===== src/rtl/sha256_ctrl_pkg.sv =====
// Shared types and constants for the SHA-256 compression sequencer and its datapath.
package sha256_ctrl_pkg;

  localparam int ROUNDS    = 64;
  localparam int MSG_WORDS = 16;
  localparam int RIDX_W    = 6;

  typedef enum logic [2:0] {
    IDLE,
    LOAD,
    ROUND,
    UPDATE,
    DONE
  } state_e;

  // Initial hash value H(0), used by the datapath on load_iv.
  localparam logic [31:0] SHA256_IV [8] = '{
    32'h6a09e667, 32'hbb67ae85, 32'h3c6ef372, 32'ha54ff53a,
    32'h510e527f, 32'h9b05688c, 32'h1f83d9ab, 32'h5be0cd19
  };

endpackage


===== src/rtl/sha256_round_cnt.sv =====
// Round index counter: clears, advances on enable and wraps to zero after the terminal count.
module sha256_round_cnt
  import sha256_ctrl_pkg::*;
#(
  parameter int W    = RIDX_W,
  parameter int LAST = ROUNDS - 1
) (
  input  logic         clk,
  input  logic         rst_n,
  input  logic         clr_i,
  input  logic         en_i,
  output logic [W-1:0] cnt_o,
  output logic         tc_o
);

  localparam logic [W-1:0] LAST_V = W'(LAST);

  logic [W-1:0] cnt_q, cnt_d;

  assign cnt_o = cnt_q;
  assign tc_o  = (cnt_q == LAST_V);

  always_comb begin
    cnt_d = cnt_q;
    if (clr_i) begin
      cnt_d = '0;
    end else if (en_i) begin
      cnt_d = tc_o ? '0 : cnt_q + W'(1);
    end
  end

  always_ff @(posedge clk or negedge rst_n) begin
    if (!rst_n) begin
      cnt_q <= '0;
    end else begin
      cnt_q <= cnt_d;
    end
  end

endmodule


===== src/rtl/sha256_round_ctrl.sv =====
// Stallable SHA-256 block sequencer: block handshake, IV/chain load, round enables,
// H update and digest handshake. All outputs decode from registered state only.
module sha256_round_ctrl
  import sha256_ctrl_pkg::*;
#(
  parameter int ROUNDS    = sha256_ctrl_pkg::ROUNDS,
  parameter int MSG_WORDS = sha256_ctrl_pkg::MSG_WORDS
) (
  input  logic        clk,
  input  logic        rst_n,
  input  logic        blk_valid,
  input  logic        blk_first,
  input  logic        blk_last,
  output logic        blk_ready,
  output logic        load_iv,
  output logic        load_abcd,
  output logic        round_en,
  output logic [5:0]  round_idx,
  output logic [3:0]  msg_rd_idx,
  output logic        w_sel_sched,
  output logic        h_update,
  output logic        digest_valid,
  input  logic        digest_ack,
  output logic        busy,
  output logic [15:0] blk_cnt
);

  localparam logic [RIDX_W-1:0] MSG_LIM = RIDX_W'(MSG_WORDS);

  state_e            state_q, state_d;
  logic              first_q, first_d;
  logic              last_q, last_d;
  logic              iv_ok_q, iv_ok_d;
  logic [15:0]       blk_cnt_q, blk_cnt_d;
  logic [RIDX_W-1:0] ridx;
  logic              ridx_tc;

  sha256_round_cnt #(
    .W    (RIDX_W),
    .LAST (ROUNDS - 1)
  ) u_round_cnt (
    .clk   (clk),
    .rst_n (rst_n),
    .clr_i (state_q == IDLE),
    .en_i  (state_q == ROUND),
    .cnt_o (ridx),
    .tc_o  (ridx_tc)
  );

  assign round_idx   = ridx;
  assign msg_rd_idx  = ridx[3:0];
  assign w_sel_sched = (ridx >= MSG_LIM);
  assign blk_cnt     = blk_cnt_q;

  always_comb begin
    state_d      = state_q;
    first_d      = first_q;
    last_d       = last_q;
    iv_ok_d      = iv_ok_q;
    blk_cnt_d    = blk_cnt_q;
    blk_ready    = 1'b0;
    load_iv      = 1'b0;
    load_abcd    = 1'b0;
    round_en     = 1'b0;
    h_update     = 1'b0;
    digest_valid = 1'b0;
    busy         = (state_q != IDLE);

    unique case (state_q)
      IDLE: begin
        blk_ready = 1'b1;
        if (blk_valid) begin
          // A block arriving without a valid chain value must start from the IV.
          first_d = blk_first | ~iv_ok_q;
          last_d  = blk_last;
          state_d = LOAD;
        end
      end
      LOAD: begin
        load_abcd = 1'b1;
        load_iv   = first_q;
        if (first_q) begin
          blk_cnt_d = '0;
          iv_ok_d   = 1'b1;
        end
        state_d = ROUND;
      end
      ROUND: begin
        round_en = 1'b1;
        if (ridx_tc) state_d = UPDATE;
      end
      UPDATE: begin
        h_update  = 1'b1;
        blk_cnt_d = blk_cnt_q + 16'd1;
        if (last_q) begin
          iv_ok_d = 1'b0;
          state_d = DONE;
        end else begin
          state_d = IDLE;
        end
      end
      DONE: begin
        digest_valid = 1'b1;
        if (digest_ack) state_d = IDLE;
      end
      default: state_d = IDLE;
    endcase
  end

  always_ff @(posedge clk or negedge rst_n) begin
    if (!rst_n) begin
      state_q   <= IDLE;
      first_q   <= 1'b0;
      last_q    <= 1'b0;
      iv_ok_q   <= 1'b0;
      blk_cnt_q <= '0;
    end else begin
      state_q   <= state_d;
      first_q   <= first_d;
      last_q    <= last_d;
      iv_ok_q   <= iv_ok_d;
      blk_cnt_q <= blk_cnt_d;
    end
  end

endmodule


===== config.mk =====
export PLATFORM = sky130hd
export DESIGN_NAME = sha256_round_ctrl
export DESIGN_NICKNAME = d
export VERILOG_FILES = /design/src/rtl/sha256_ctrl_pkg.sv /design/src/rtl/sha256_round_cnt.sv /design/src/rtl/sha256_round_ctrl.sv
export SDC_FILE = /design/constraint.sdc
export NUM_CORES = 1
export LEC_CHECK = 0
export CAP_MARGIN = 20
export CORE_MARGIN = 2
export CORE_UTILIZATION = 40
export DETAILED_ROUTE_END_ITERATION = 7
export PLACE_DENSITY = 0.66
export SYNTH_ARGS = -nofsm -noshare
export SYNTH_HDL_FRONTEND = slang
export SYNTH_HIERARCHICAL = 1
export SYNTH_SLANG_ARGS = --single-unit

===== constraint.sdc =====
create_clock -name clk -period 1.85 [get_ports clk]
set_input_delay 0.185 -clock clk [delete_from_list [all_inputs] [get_ports clk]]
set_output_delay 0.185 -clock clk [all_outputs]
set_load 0.01 [all_outputs]

==> results of run 1 <==
[through the flow]
| step | total power [W] | std cells | hold slack [ns] | cell area [µm²] |
|---|---|---|---|---|
| floorplan | 0.00126 | 151 | -0.111 | 1460 |
| global placement | 0.00155 | 231 | 0.453 | 1880 |
| detailed placement | 0.00157 | 231 | 0.463 | 1880 |
| CTS | 0.00204 | 242 | 0.217 | 1990 |
| global route | 0.00219 | 242 | 0.218 | 2000 |
| finish | 0.00205 | 242 | 0.202 | 2000 |
[final cells by class]
class                      instances  area, µm²
timing repair buffer              49        459
inverter                           5       23.8
clock buffer                       3       22.5
sequential                        28        703
fill                             320       1410
multi-input combinational        110        707
clock inverter                     1       30.0
tap                               46       57.6
[power by group through the flow]
stage                     logic, W  registers [W]  clock network [W]
after detailed placement  0.000734       0.000839                  0
after global routing      0.000903       0.000837           0.000447
after CTS                 0.000805       0.000810           0.000420
final                     0.000827       0.000818           0.000408
after floorplan           0.000423       0.000834                  0
after global placement    0.000721       0.000831                  0
[registers in the layout (all words and copies together), names as in the netlist]
register	count
last_q	1
blk_cnt	16
first_q	1
u_round_cnt/cnt_o	6
state_q	3
iv_ok_q	1
[timing repair]
item,in CTS,in global routing
setup endpoints to repair,6,3
pin swaps,0,1
gates resized for setup,12,5
setup buffers,7,0
[worst max path at each step]
stage                                           startpoint  depth (start not counted)                          endpoint
after global placement              state_q[2]$_DFFE_PN0P_                          3                         blk_ready
after global routing      u_round_cnt/cnt_o[5]$_DFFE_PN0P_                          2                       w_sel_sched
after CTS                           state_q[2]$_DFFE_PN0P_                          3                         blk_ready
final                     u_round_cnt/cnt_o[5]$_DFFE_PN0P_                          2                       w_sel_sched
after detailed placement            state_q[2]$_DFFE_PN0P_                          3                         blk_ready
after floorplan                     state_q[2]$_DFFE_PN0P_                          6  u_round_cnt/cnt_o[5]$_DFFE_PN0P_
[logic make-up after synthesis]
logic type	count (synthesis)	share of synthesized area (%)
AND/OR/NAND/NOR	71	26.0
flip-flops	28	48.0
AO/OA/AOI/OAI	24	10.7
buffers and inverters	13	4.88
multiplexers	10	6.94
XOR/XNOR	3	1.80
adder cells (fa/ha/maj)	2	1.71
[synthesized netlist by cell type, drive strengths merged, types with 2 or more instances]
master,number,area [µm²]
clkbuf,2,7.51
nand2,28,105
inv,5,18.8
mux2i,9,90.1
dfrtp,28,701
and3,8,55.1
ha,2,25.0
o21ai,9,45.0
or2,3,18.8
xor2,3,26.3
nor3b,2,20.0
nand3,13,65.1
buf,6,45.0
a31oi,3,18.8
or3,2,12.5
o211ai,4,30.0
o31ai,2,15.0
nor2,8,30.0
[critical path: stages (launching register included)]
cell             delay (ns)
dfrtp_1                0.47
or2_2                  0.31
clkdlybuf4s50_1        0.47
[routing by layer]
metal	global-route usage (%)	vias to the layer above	part of all wire, %
met3	2.60	5	4.7
met1	22.6	613	43
met2	31.5	36	51
li1	-	620	-
met4	6.38	0	1.4
met5	0	-	0
==> impl_metrics.csv, run 1 <==
group,metric,value,unit
clock_network,cts-root-buf,"clkbuf_4",
routing,initialDrtViolationCount,68,
synthesis,synth_enable_flop_cells,0,
final_layout,final_nets,205,
pwr,p_sw,0.000708,W
job,drv_cap,0,
sta,period_minus_slack,1.77,ns
placed_design,hpwl,2360,µm
pwr,ir_worst_vdd,0.000467,V
pwr,clockPowerShare,19.9,%
pwr,seqPwrFrac,39.9,%
pwr,power_frac_comb,40.3,%
routing,drcViolationCount,0,
synthesis,syn_nets,159,
status,status,"finished clean",
routing,wl_per_cell,13.8,µm
sta,setup_viol,0,
synthesis,post_synth_instance_area,1460,µm²
worst_setup_path,reg2reg_from,"state_q[2]$_DFFE_PN0P_",
synthesis,synth-async-reset-ratio,100,%
sta,finalHoldViolCount,0,
pwr,p_leak,0.949,nW
worst_setup_path,cp.arrival,1.59,ns
clock_network,numCtsBuffers,3,
synthesis,ys_seq_area_share,48.0,%
clock_network,clk_latency,0.34,ns
placed_design,gp_congestion,0.744,
final_layout,area_growth,37.2,%
final_layout,drive_gt1_share,14.3,%
floorplanning,io_pins,40,
worst_setup_path,required,1.66,ns
sta,rsz0062_at_grt,"no",
sta,fin_skew,0.00622,ns
pwr,swShare,34.5,%
floorplanning,fp.coreArea,3420,µm²
synthesis,ys_ff_latch,28,
synthesis,syn_inst,151,
clock_network,tritoncts,"built",
global_route,antenna_found_initial,0,
final_layout,layout_common_cells,"clkdlybuf4s50_1, nand2_1, dfrtp_1",
global_route,grt_max_degree,29,
placed_design,place_ws,0.102,ns
worst_setup_path,reg2reg_depth,6,
worst_setup_path,crit_path_start_kind,"flop",
synthesis,synth_flop_cell,"dfrtp_1",
clock_network,htree_levels,1,
clock_network,clock_sinks,28,
final_layout,final_common_cell,"clkdlybuf4s50_1",
global_route,overflow,0,
routing,vias,1274,
worst_setup_path,crit_fanout,7,
sta,clock.fmax,565,MHz
floorplanning,rows,21,
floorplanning,die_area,4150,µm²
floorplanning,initial_core_util,42.7,%
floorplanning,fp.dieW,64.4,µm
synthesis,syn_area_per_cell,9.67,µm²
routing,avgViaCountPerCell,5.26,
global_route,grt_pass1_vias,1271,
clock_network,clk_pin_slew,0.15,ns
worst_setup_path,cp-end-kind,"output pin",
sta,final.period_utilization,95.7,%
sta,drv_slew,0,
worst_setup_path,r2r-end,"blk_cnt[13]$_DFFE_PN0P_",
worst_setup_path,crit_type,"reg2out",
placed_design,port_buffers,39,
sta,tns,0,ns
pwr,powerDensity,1020,nW/µm²
final_layout,post-route-util,58.6,%
global_route,grt_pass1_wl,5870,µm
synthesis,ys_warn_count,6,
routing,drtAntennaViolNets,0,
synthesis,yosysUniqueCellTypes,37,
worst_setup_path,r2r_slack,0.15,ns
sta,setup_slack,0.0790,ns
final_layout,num_antenna_cells,0,
sta,relSlewSlack,75.7,%
clock_network,cts.path.max_buffers,2,
pwr,p_int,0.00134,W
floorplanning,die_h,64.4,µm
sta,worst_pin_slew,0.364,ns
hold_path,hold_path_class,"in2async",
routing,firstDrtPassIters,4,
clock_network,cts_hold_buf,0,
routing,wirelength,3330,µm
global_route,grtUsageTotal,18.0,%
No activity file was read; power rests on OpenSTA's default activity.
==> inputs of run 2 (changes only) <==
--- a/config.mk
+++ b/config.mk
@@ -6,10 +6,11 @@
 export NUM_CORES = 1
 export LEC_CHECK = 0
 export CAP_MARGIN = 20
+export CORE_ASPECT_RATIO = 1.25
 export CORE_MARGIN = 2
-export CORE_UTILIZATION = 40
+export CORE_UTILIZATION = 47
 export DETAILED_ROUTE_END_ITERATION = 7
-export PLACE_DENSITY = 0.66
+export PLACE_DENSITY = 0.76
 export SYNTH_ARGS = -nofsm -noshare
 export SYNTH_HDL_FRONTEND = slang
 export SYNTH_HIERARCHICAL = 1
==> run 2 against run 1 <==
- total power shrank 4.7%
- utilization is 8.1 points higher
- sequential share of layout area is 0.61 points higher
- die area shrank 14%
- worst hold slack gained 0.021 ns
- clock skew fell by 0.0055 ns
- clock power shrank 28%
- first-iteration DRC count shrank 51%
- non-clock buffer count is the same
- flip-flop and latch count is the same
==> impl_metrics.csv, run 2 (synthesis gave the netlist of run 1 again) <==
group,metric,value,unit
status,status,"finished clean",
clock_network,tritoncts,"built",
routing,wirelength,3430,µm
placed_design,gp_congestion,0.767,
routing,wl_per_cell,14.8,µm
sta,worst_pin_slew,0.362,ns
sta,finalHoldViolCount,0,
pwr,powerDensity,995,nW/µm²
final_layout,final_nets,205,
hold_path,hold_path_class,"in2async",
worst_setup_path,cp.arrival,1.59,ns
routing,drtAntennaViolNets,0,
global_route,grt_pass1_wl,5750,µm
sta,hold_slack,0.223,ns
pwr,seqPwrFrac,41.1,%
pwr,swShare,36.4,%
global_route,grtUsageTotal,21.9,%
worst_setup_path,cp-end-kind,"output pin",
pwr,p_leak,0.945,nW
job,drv_cap,0,
floorplanning,die_h,66.3,µm
pwr,ir_worst_vdd,0.000764,V
routing,vias,1310,
clock_network,clock_sinks,28,
placed_design,port_buffers,39,
final_layout,largest_reg_flops,16,
sta,fin_skew,0.000763,ns
pwr,finalPower,0.00196,W
placed_design,placedCellCount,222,
clock_network,clk_pin_slew,0.14,ns
floorplanning,rows,22,
pwr,p_int,0.00125,W
routing,avgViaCountPerCell,5.65,
global_route,overflow,0,
global_route,antenna_found_initial,0,
pwr,p_sw,0.000711,W
floorplanning,die_area,3570,µm²
floorplanning,fp.dieW,53.9,µm
routing,firstDrtPassIters,4,
clock_network,htree_levels,1,
sta,relSlewSlack,75.9,%
placed_design,hpwl,2490,µm
clock_network,cts.path.max_buffers,2,
sta,setup_viol,0,
sta,period_minus_slack,1.78,ns
pwr,clockPowerShare,14.9,%
global_route,grt_max_degree,29,
sta,final.period_utilization,96.2,%
floorplanning,initial_core_util,49.6,%
final_layout,final_common_cell,"clkdlybuf4s50_1",
worst_setup_path,required,1.66,ns
placed_design,place_ws,0.0769,ns
final_layout,area_growth,34.6,%
clock_network,numCtsBuffers,3,
floorplanning,io_pins,40,
routing,initialDrtViolationCount,33,
worst_setup_path,crit_path_start_kind,"flop",
final_layout,finalNonFillerCells,232,
final_layout,drive_gt1_share,13.3,%
global_route,grt_pass1_vias,1276,
worst_setup_path,crit_type,"reg2out",
routing,drcViolationCount,0,
clock_network,cts-root-buf,"clkbuf_4",
final_layout,num_antenna_cells,0,
clock_network,clk_latency,0.32,ns
sta,clock.fmax,562,MHz
sta,setup_slack,0.0710,ns
final_layout,layout_common_cells,"clkdlybuf4s50_1, nand2_1, dfrtp_1",
worst_setup_path,crit_fanout,3,
pwr,power_frac_comb,44.0,%
sta,drv_slew,0,
floorplanning,fp.coreArea,2950,µm²
## run 2: timing repair
item                                    CTS  global route
pin swaps                                 0             1
endpoints found under the setup margin    7             3
setup buffers                             5             1
resized for setup                        11             2
hold buffers                              0             0
## run 2: per-stage QoR
step	instance area, µm²	setup TNS, ns	utilization, %
floorplan	1460	0	-
global placement	1870	0	63.6
detailed placement	1870	0	63.6
CTS	1950	0	66.2
global route	1970	-0.0241	66.7
finish	1970	0	66.7
## run 2: cell type report
type                            count  area (µm²)
Fill cell                         251         980
Tap cell                           36        45.0
Timing Repair Buffer               49         457
Sequential cell                    28         702
Inverter                            5        23.8
Multi-Input combinational cell    110         702
Clock buffer                        4        36.3
## run 2: power groups by stage
stage / clock (W) / sequential [W] / combinational [W]
2_1_floorplan: 0 / 0.000834 / 0.000423
3_3_place_gp: 0 / 0.000821 / 0.000737
3_5_place_dp: 0 / 0.000835 / 0.000768
4_1_cts: 0.000304 / 0.000803 / 0.000840
5_1_grt: 0.000325 / 0.000823 / 0.000943
6_report: 0.000292 / 0.000804 / 0.000861
## run 2: worst paths after layout
check	from	endpoint	slack (ns)	cells past startpoint
setup / recovery	state_q[1]$_DFFE_PN0P_	load_iv	0.07	5
hold / removal	rst_n	u_round_cnt/cnt_o[0]$_DFFE_PN0P_	0.22	2
setup reg to reg	state_q[2]$_DFFE_PN0P_	u_round_cnt/cnt_o[5]$_DFFE_PN0P_	0.08	6
hold reg to reg	blk_cnt[15]$_DFFE_PN0P_	blk_cnt[15]$_DFFE_PN0P_	0.49	1
max in group asynchronous	rst_n	state_q[1]$_DFFE_PN0P_	1.35	2
min in group clk	digest_ack	state_q[2]$_DFFE_PN0P_	0.40	2
## run 2: worst max-delay path, stage by stage (launching register included)
cell and delay, ns:
dfrtp_2 0.43, buf_4 0.15, nor3b_4 0.26, nand2_2 0.09
inv_2 0.07, dlygate4sd2_1 0.26
## run 2: layer usage
metal	part of all wire, %	wire (µm)	track usage, %	vias to the layer above
met1	41	1390	27.3	646
met5	0	0	0	-
met4	2.0	68	6.73	0
met2	54	1840	38.0	34
met3	3.6	125	2.94	8
li1	-	-	-	622
==> inputs of run 3 (changes only) <==
--- a/config.mk
+++ b/config.mk
@@ -7,7 +7,6 @@
 export LEC_CHECK = 0
 export CAP_MARGIN = 20
 export CORE_ASPECT_RATIO = 1.25
-export CORE_MARGIN = 2
 export CORE_UTILIZATION = 47
 export DETAILED_ROUTE_END_ITERATION = 7
 export PLACE_DENSITY = 0.76
==> run 3 against run 2 <==
- sequential share of layout area about the same
- global-route usage up 0.54 points
- via count up 0.84%
- critical path depth down 1
- critical endpoint is now h_update
- largest cell class is now multi-input gates
- highest routed layer unchanged
==> impl_metrics.csv, run 3 (synthesis gave the netlist of run 1 again) <==
group,metric,value,unit
clock_network,clk_latency,0.33,ns
sta,worst_pin_slew,0.355,ns
floorplanning,rows,22,
routing,avgViaCountPerCell,5.69,
status,status,"finished clean",
routing,initialDrtViolationCount,42,
sta,clock.fmax,553,MHz
floorplanning,fp.coreArea,2950,µm²
sta,finalHoldViolCount,0,
clock_network,cts-root-buf,"clkbuf_4",
placed_design,dpl_cell_area,1870,µm²
floorplanning,fp.dieW,51.9,µm
hold_path,hold_path_class,"in2async",
routing,vias,1321,
global_route,grt_max_degree,29,
worst_setup_path,path_buf_inv,3,
pwr,ir_worst_vdd,0.000826,V
worst_setup_path,path_delay_family,"buffers and inverters",
routing,drtAntennaViolNets,0,
clock_network,cts.path.max_buffers,2,
sta,final.period_utilization,97.8,%
final_layout,layout_common_cells,"clkdlybuf4s50_1, nand2_1, dfrtp_1",
placed_design,port_buffers,39,
worst_setup_path,reg2reg_from,"state_q[0]$_DFFE_PN0P_",
sta,setup_viol,0,
global_route,overflow,0,
routing,drcViolationCount,0,
sta,relSlewSlack,76.4,%
floorplanning,die_area,3340,µm²
worst_setup_path,crit_type,"reg2out",
worst_setup_path,required,1.66,ns
worst_setup_path,crit_fanout,5,
placed_design,placedCellCount,222,
clock_network,cts_hold_buf,0,
floorplanning,die_h,64.3,µm
worst_setup_path,cp.arrival,1.62,ns
final_layout,finalNonFillerCells,232,
clock_network,clock_sinks,28,
floorplanning,initial_core_util,49.6,%
final_layout,n_fill_cell,227,
final_layout,final_common_cell,"clkdlybuf4s50_1",
global_route,antenna_found_initial,0,
final_layout,area_growth,35.0,%
clock_network,tritoncts,"built",
sta,period_minus_slack,1.81,ns
placed_design,gp_congestion,0.755,
final_layout,num_antenna_cells,0,
routing,firstDrtPassIters,5,
global_route,grt_pass1_vias,1277,
worst_setup_path,path_cells,"buf_4, nand3b_4, inv_4, clkdlybuf4s50_1",
sta,drv_slew,0,
routing,wl_per_cell,14.5,µm
pwr,p_leak,0.946,nW
clock_network,clk_pin_slew,0.14,ns
final_layout,drive_gt1_share,13.8,%
final_layout,final_area,1970,µm²
pwr,powerDensity,978,nW/µm²
placed_design,hpwl,2390,µm
worst_setup_path,cp-end-kind,"output pin",
global_route,grtUsageTotal,22.4,%
final_layout,final_nets,206,
worst_setup_path,crit_slowest_cell,"clkdlybuf4s50_1",
job,drv_cap,0,
clock_network,numCtsBuffers,3,
worst_setup_path,crit_path_start_kind,"flop",
global_route,grt_pass1_wl,5690,µm
final_layout,largest_reg_flops,16,
sta,fin_skew,0.00467,ns
floorplanning,io_pins,40,
clock_network,htree_levels,1,
routing,wirelength,3370,µm
worst_setup_path,startpoint,"state_q[1]$_DFFE_PN0P_",
worst_setup_path,cp_slowest_stage_delay,0.53,ns
run 3: metal layers:
metal / global-route usage, % / routed length (µm) / vias up
li1: - / - / 620
met1: 28.0 / 1420 / 652
met2: 38.5 / 1760 / 42
met3: 2.38 / 118 / 7
met4: 8.78 / 69 / 0
met5: 0 / 0 / -
run 3: per-stage QoR:
step                      hold slack (ns)  power [W]  utilization, %  setup TNS, ns  setup WS, ns
after detailed placement            0.458    0.00159            63.6              0        0.0913
final                               0.206    0.00193            66.9              0        0.0403
after floorplan                    -0.111    0.00126               -              0        0.0993
after global routing                0.243    0.00204            66.9       -0.00929      -0.00929
after CTS                           0.228    0.00186            65.3         -0.122        -0.122
after global placement              0.457    0.00156            63.6              0         0.140
run 3: power by group:
part / total (W) / switching (W) / internal (W)
registers: 0.000816 / 0.000104 / 0.000711
logic: 0.000861 / 0.000426 / 0.000435
clock network: 0.000250 / 0.000173 / 0.0000766
run 3: area by class of cell:
cell class	instances	area (µm²)	share of cell area, %
Clock buffer	3	22.5	1.14
Inverter	5	23.8	1.21
Multi-Input combinational cell	110	704	35.7
Sequential cell	28	703	35.7
Tap cell	36	45.0	2.29
Timing Repair Buffer	50	472	23.9
run 3: worst paths after layout:
kind | to | slack (ns) | depth (start not counted)
setup / recovery | h_update | 0.04 | 4
hold / removal | u_round_cnt/cnt_o[3]$_DFFE_PN0P_ | 0.21 | 2
setup reg to reg | u_round_cnt/cnt_o[5]$_DFFE_PN0P_ | 0.10 | 6
hold reg to reg | blk_cnt[15]$_DFFE_PN0P_ | 0.49 | 1
max in group asynchronous | state_q[2]$_DFFE_PN0P_ | 1.37 | 2
min in group clk | state_q[2]$_DFFE_PN0P_ | 0.41 | 2
run 3: repair_timing:
| action | 4_1_cts | 5_1_grt |
|---|---|---|
| buffers inserted | 3 | 4 |
| gates cloned | 0 | 0 |
| setup endpoints to repair | 6 | 5 |
| hold endpoints to repair | 0 | 0 |
| gates resized for setup | 8 | 5 |
